**src/rtl/ro_puf_pkg.sv**
```systemverilog
// Shared types and constants for the ring-oscillator PUF controller.
// Optional build macro: RO_PUF_MAJORITY_EN (3-sample majority vote per bit).
package ro_puf_pkg;

   typedef enum logic [2:0] {
      IDLE,
      CLEAR,
      COUNT,
      SETTLE,
      COMPARE,
      NEXT,
      DONE
   } state_t;

   localparam int CNT_W = 12;
   localparam logic [CNT_W-1:0] CNT_MAX = 12'hFFF;

   function automatic logic maj3(input logic [2:0] v);
      return (v[0] & v[1]) | (v[0] & v[2]) | (v[1] & v[2]);
   endfunction

endpackage

```
**src/rtl/ro_puf_win_timer.sv**
```systemverilog
// Loadable 16-bit down-counter; o_expire flags the last cycle of a window.
module ro_puf_win_timer (
   input  logic        clk,
   input  logic        reset,
   input  logic        i_load,
   input  logic [15:0] i_val,
   input  logic        i_en,
   output logic        o_expire
);

   logic [15:0] r_cnt;

   always_ff @(posedge clk or posedge reset) begin
      if (reset) begin
         r_cnt <= '0;
      end else if (i_load) begin
         r_cnt <= i_val;
      end else if (i_en && (r_cnt != 16'd0)) begin
         r_cnt <= r_cnt - 16'd1;
      end
   end

   assign o_expire = (r_cnt == 16'd0);

endmodule

```
**src/rtl/ro_puf_ctrl.sv**
```systemverilog
// Ring-oscillator PUF controller: one pairwise frequency compare per response bit.
// Optional build macro: RO_PUF_MAJORITY_EN (majority of 3 compares per bit).
module ro_puf_ctrl
   import ro_puf_pkg::*;
#(
   parameter int N_RO       = 16,
   parameter int WIN_CYCLES = 1024,
   parameter int RESP_BITS  = 8
) (
   input  logic                    clk,
   input  logic                    reset,
   input  logic                    start,
   input  logic [$clog2(N_RO)-1:0] seed,
   output logic [$clog2(N_RO)-1:0] sel_a,
   output logic [$clog2(N_RO)-1:0] sel_b,
   output logic                    cnt_clr,
   output logic                    cnt_en,
   input  logic [CNT_W-1:0]        cnt_a,
   input  logic [CNT_W-1:0]        cnt_b,
   output logic                    busy,
   output logic                    done,
   output logic [RESP_BITS-1:0]    resp,
   output logic                    sat_err
);

   localparam int SW = $clog2(N_RO);
   localparam int KW = (RESP_BITS > 1) ? $clog2(RESP_BITS) : 1;

   state_t               r_state;
   logic [SW-1:0]        r_seed;
   logic [SW-1:0]        r_sel_a;
   logic [SW-1:0]        r_sel_b;
   logic [KW-1:0]        r_k;
   logic [RESP_BITS-1:0] r_resp;
   logic                 r_cnt_clr;
   logic                 r_cnt_en;
   logic                 r_busy;
   logic                 r_done;
   logic                 r_sat;
`ifdef RO_PUF_MAJORITY_EN
   logic [1:0]           r_rep;
   logic [2:0]           r_votes;
`else
   logic                 r_bit;
`endif

   logic        w_expire;
   logic        w_tmr_load;
   logic [15:0] w_tmr_val;
   logic        w_tmr_en;
   logic        w_gt;
   logic        w_sat_hit;
   logic        w_bit;
   logic        w_last;
   logic [SW-1:0] w_base;

   // Timer is reused: WIN_CYCLES for COUNT, then 2 cycles for SETTLE
   always_comb begin
      w_tmr_load = (r_state == CLEAR) || ((r_state == COUNT) && w_expire);
      w_tmr_val  = (r_state == CLEAR) ? 16'(WIN_CYCLES - 1) : 16'd1;
      w_tmr_en   = (r_state == COUNT) || (r_state == SETTLE);
   end

   ro_puf_win_timer u_timer (
      .clk      (clk),
      .reset    (reset),
      .i_load   (w_tmr_load),
      .i_val    (w_tmr_val),
      .i_en     (w_tmr_en),
      .o_expire (w_expire)
   );

   assign w_gt      = (cnt_a > cnt_b);
   assign w_sat_hit = (cnt_a == CNT_MAX) || (cnt_b == CNT_MAX);
   assign w_last    = (r_k == KW'(RESP_BITS - 1));
   assign w_base    = r_seed + SW'({r_k, 1'b0});

`ifdef RO_PUF_MAJORITY_EN
   assign w_bit = maj3(r_votes);
`else
   assign w_bit = r_bit;
`endif

   always_ff @(posedge clk or posedge reset) begin
      if (reset) begin
         r_state   <= IDLE;
         r_seed    <= '0;
         r_sel_a   <= '0;
         r_sel_b   <= '0;
         r_k       <= '0;
         r_resp    <= '0;
         r_cnt_clr <= 1'b1;
         r_cnt_en  <= 1'b0;
         r_busy    <= 1'b0;
         r_done    <= 1'b0;
         r_sat     <= 1'b0;
`ifdef RO_PUF_MAJORITY_EN
         r_rep     <= '0;
         r_votes   <= '0;
`else
         r_bit     <= 1'b0;
`endif
      end else begin
         r_done <= 1'b0;
         unique case (r_state)
            IDLE: begin
               r_cnt_clr <= start;
               if (start) begin
                  r_state <= CLEAR;
                  r_seed  <= seed;
                  r_sel_a <= seed;
                  r_sel_b <= seed + SW'(1);
                  r_k     <= '0;
                  r_resp  <= '0;
                  r_sat   <= 1'b0;
                  r_busy  <= 1'b1;
`ifdef RO_PUF_MAJORITY_EN
                  r_rep   <= '0;
`endif
               end
            end
            CLEAR: begin
               r_state   <= COUNT;
               r_cnt_clr <= 1'b0;
               r_cnt_en  <= 1'b1;
            end
            COUNT: begin
               if (w_expire) begin
                  r_state  <= SETTLE;
                  r_cnt_en <= 1'b0;
               end
            end
            SETTLE: begin
               if (w_expire) begin
                  r_state <= COMPARE;
               end
            end
            COMPARE: begin
               if (w_sat_hit) begin
                  r_sat <= 1'b1;
               end
`ifdef RO_PUF_MAJORITY_EN
               r_votes[r_rep] <= w_gt;
               if (r_rep == 2'd2) begin
                  r_rep   <= '0;
                  r_state <= NEXT;
               end else begin
                  r_rep     <= r_rep + 2'd1;
                  r_state   <= CLEAR;
                  r_cnt_clr <= 1'b1;
               end
`else
               r_bit   <= w_gt;
               r_state <= NEXT;
`endif
            end
            NEXT: begin
               r_resp[r_k] <= w_bit;
               r_k         <= r_k + KW'(1);
               if (w_last) begin
                  r_state <= DONE;
               end else begin
                  r_state   <= CLEAR;
                  r_cnt_clr <= 1'b1;
                  r_sel_a   <= w_base + SW'(2);
                  r_sel_b   <= w_base + SW'(3);
               end
            end
            DONE: begin
               r_done  <= 1'b1;
               r_busy  <= 1'b0;
               r_state <= IDLE;
            end
            default: begin
               r_state <= IDLE;
            end
         endcase
      end
   end

   assign sel_a   = r_sel_a;
   assign sel_b   = r_sel_b;
   assign cnt_clr = r_cnt_clr;
   assign cnt_en  = r_cnt_en;
   assign busy    = r_busy;
   assign done    = r_done;
   assign resp    = r_resp;
   assign sat_err = r_sat;

endmodule

```
**config.mk**
```make
export PLATFORM = sky130hd
export DESIGN_NAME = ro_puf_ctrl
export DESIGN_NICKNAME = d
export VERILOG_FILES = /design/src/rtl/ro_puf_pkg.sv /design/src/rtl/ro_puf_win_timer.sv /design/src/rtl/ro_puf_ctrl.sv
export SDC_FILE = /design/constraint.sdc
export NUM_CORES = 1
export LEC_CHECK = 0
export ABC_AREA = 1
export BUFFER_PORTS_ARGS = -buffer_cell sky130_fd_sc_hd__buf_2
export CELL_PAD_IN_SITES_DETAIL_PLACEMENT = 0
export CELL_PAD_IN_SITES_GLOBAL_PLACEMENT = 2
export CORE_MARGIN = 10
export CORE_UTILIZATION = 34
export DETAILED_ROUTE_END_ITERATION = 10
export GPL_TIMING_DRIVEN = 0
export PLACE_DENSITY_LB_ADDON = 0.1
export SYNTH_ARGS = -nofsm -noshare
export SYNTH_HDL_FRONTEND = slang
export SYNTH_HIERARCHICAL = 1
export SYNTH_SLANG_ARGS = --single-unit
```
**constraint.sdc**
```tcl
create_clock -name clk -period 4.98 [get_ports clk]
set_clock_uncertainty 0.1 [all_clocks]
set_input_delay 0.249 -clock clk [delete_from_list [all_inputs] [get_ports clk]]
set_output_delay 0.249 -clock clk [all_outputs]
set_load 0.005 [all_outputs]
```
==> results.sh <==
export IMPL_grt_usage_pct=12.02
export IMPL_grt_max_degree=33
export IMPL_final_setup_worst_slack_ns=1.775
export IMPL_max_cap_violations=0
export IMPL_cts_tree="built"
export IMPL_grt_pass1_wl_um=14310
export IMPL_start_util_pct=35.22
export IMPL_drc=0
export IMPL_io_pins=52
export IMPL_synthAdderAreaFrac_pct=8.266
export IMPL_synth_mux_area_share_pct=0
export IMPL_area_delta_synth_final_pct=16.72
export IMPL_synth_top_family_by_area="simple AND/OR/NAND/NOR gates"
export IMPL_grt_overflow=0
export IMPL_insertion_delay_ns=0.30
export IMPL_worst_pin_slew_ns=0.6649
export IMPL_synth_edff_count=0
export IMPL_fin_tns_setup_ns=0
export IMPL_ys_top_cells_by_count="nand2_1 (146), inv_1 (49), dfrtp_1 (47), nand3_1 (40), nor2_1 (39)"
export IMPL_drt_wl_total_um=8124
export IMPL_die_x_um=118.1
export IMPL_synthMostInstantiatedCell="nand2_1"
export IMPL_dp_slack_ns=1.767
export IMPL_cts_root_buf="clkbuf_8"
export IMPL_die_h_um=118.1
export IMPL_drt_initial_drc_count=152
export IMPL_yosys_area_top_type="dfrtp_1"
export IMPL_finalCritPeriodShare_pct=64.36
export IMPL_critPathMaxFanout=10
export IMPL_coreArea_sq_um=9284
export IMPL_report_final_slew_viol_count=0
export IMPL_synth_flop_cell="dfrtp_1"
export IMPL_layout_drive_gt1_share_pct=17.12
export IMPL_dr_pass1_iters=4
export IMPL_status="finished, final reports clean"
export IMPL_synth_compound_area_share_pct=7.692
export IMPL_synth_xor_area_share_pct=2.679
export IMPL_ys_async_sr_fraction_pct=100.0
export IMPL_synth_area_leaders="dfrtp_1 (36%), nand2_1 (17%), ha_1 (7.7%), nand3_1 (6.1%), inv_1 (5.6%)"
export IMPL_gp_congestion=0.7868
export IMPL_ir_drop_v=0.00009154
export IMPL_powerDensity_nw_per_um2=178.6
export IMPL_clock_sinks=48
export IMPL_portBuffers=51
export IMPL_relSlewSlack_pct=55.63
export IMPL_num_vias=2957
export IMPL_clock_path_buffers=2
export IMPL_p_leak_nw=1.985
export IMPL_path_clk_slew_ns=0.10
export IMPL_post_dp_hpwl_um=6312
export IMPL_ys_ff_latch=48
export IMPL_die_area_sq_um=13940
export IMPL_fin_nets=571
export IMPL_routed_via_density=4.556
export IMPL_end_kind="flip-flop"
export IMPL_cp_arrival_ns=3.30
export IMPL_setup_viol=0
export IMPL_holdCritPathClass="in -> reg"
export IMPL_synth_simple_gate_area_share_pct=35.74
export IMPL_worstSetupStartpointType="flip-flop"
export IMPL_htreeDepth=2
export IMPL_postRouteAntennaNets=0
export IMPL_antenna_cells=0
export IMPL_final_util_pct=41.11
export IMPL_synth_avg_cell_area_sq_um=7.201
export IMPL_hold_viol=0
export IMPL_max_freq_mhz=312.0
export IMPL_finalCriticalPeriod_ns=3.205
export IMPL_netlist_instances=454
export IMPL_cts_setup_buffers=0
export IMPL_synth_top_area_share_pct=35.97
export IMPL_crit_type="reg -> reg"
export IMPL_cts_resized_gates=0
export IMPL_rsz0062_at_grt="false"
export IMPL_synth_seq_area_share_pct=36.78
export IMPL_wl_per_cell_um=12.52
export IMPL_synth_area_sq_um=3269
export IMPL_grt_pass1_vias=2966
export IMPL_cts_made_buffers=5
export IMPL_synth_warnings=6
export IMPL_rows=35
export IMPL_antenna_found_initial=0
export IMPL_synth_cell_types=39
export IMPL_required_ns=5.08
[routing by layer]
layer	wire length (um)	share of wire (%)	global-route usage (%)
met1	4244	52	16.16
met2	3582	44	19.30
met3	229	2.8	2.446
met4	68	0.84	2.550
met5	0	0	0
[path summary, 6_finish.rpt]
path / from / end / slack [ns] / cells after the start
max: u_timer/r_cnt[0] / u_timer/r_cnt[14] / 1.77 / 14
min: seed[2] / r_seed[2] / 0.15 / 3
max reg2reg: u_timer/r_cnt[0] / u_timer/r_cnt[14] / 1.77 / 14
min reg2reg: cnt_clr / cnt_clr / 0.37 / 2
max in group asynchronous: reset / u_timer/r_cnt[11] / 3.86 / 3
min in group asynchronous: reset / sel_a[0] / 0.31 / 3
[kinds of logic after synthesis]
logic type | count (synthesis)
AND/OR/NAND/NOR | 264
buffers and inverters | 64
flip-flops | 48
AO/OA/AOI/OAI | 45
adder cells (fa/ha/maj) | 21
XOR/XNOR | 10
other | 2
[through the flow]
stage | instance area, sq um | cells | total power [mW] | hold slack (ns)
2_1_floorplan | 3288 | 459 | 0.4271 | 0.06274
5_1_grt | 3816 | 649 | 0.7193 | 0.1600
3_3_place_gp | 3705 | 639 | 0.4510 | 0.3002
3_5_place_dp | 3705 | 639 | 0.4516 | 0.3074
4_1_cts | 3796 | 648 | 0.6926 | 0.1418
6_report | 3816 | 649 | 0.6817 | 0.1519
[placed cells by master (no fill, tap or decap), types with 4 or more instances in the layout]
cell / instances
buf_2: 52
nand2_1: 146
dfrtp_1: 47
nor2_1: 39
o21ai_0: 24
nor3_1: 12
inv_1: 48
inv_2: 5
clkbuf_8: 5
xnor2_1: 4
nand3_1: 40
conb_1: 7
ha_1: 20
nand2_4: 4
nand2_2: 5
a21oi_1: 8
nand4_1: 6
xor2_1: 6
o211ai_1: 4
[sequential cells by signal (all words and copies together), names as in the netlist]
| signal | cells |
|---|---|
| cnt_clr | 1 |
| r_state | 3 |
| r_bit | 1 |
| sel_a | 4 |
| busy | 1 |
| done | 1 |
| u_timer/r_cnt | 16 |
| cnt_en | 1 |
| r_seed | 4 |
| sat_err | 1 |
| r_k | 3 |
| sel_b | 4 |
| resp | 8 |
[worst max-delay path, stage by stage, from the launching register on]
cell	delay [ns]
dfrtp_1	0.41
inv_1	0.14
ha_1	0.22
nand2_2	0.11
nor2_1	0.32
nand3b_1	0.16
nor3_1	0.19
inv_1	0.12
o21ai_0	0.16
clkbuf_2	0.21
clkinv_1	0.32
nand3_1	0.31
inv_2	0.15
nand3_1	0.09
nand3_1	0.07
[where the power goes]
group / internal, mW / switching, mW
clock network: 0.0992 / 0.138
registers: 0.389 / 0
logic: 0.0233 / 0.0318
[area by class of cell]
| class | count | area, sq um |
|---|---|---|
| well taps | 129 | 161.4 |
| clock buffers | 7 | 76.32 |
| flip-flops and latches | 48 | 1202 |
| plain buffers | 8 | 63.81 |
| multi-input cells | 347 | 1804 |
| clock inverters | 1 | 5.005 |
| fillers | 1042 | 5468 |
| inverters | 56 | 217.7 |
| repair buffers | 53 | 285.3 |
[timing repair]
item                       4_1_cts  5_1_grt
setup endpoints to repair        0        0
hold endpoints to repair        16        0
hold buffers                     1        0
Note: power is estimated with default switching activity, not from simulation.
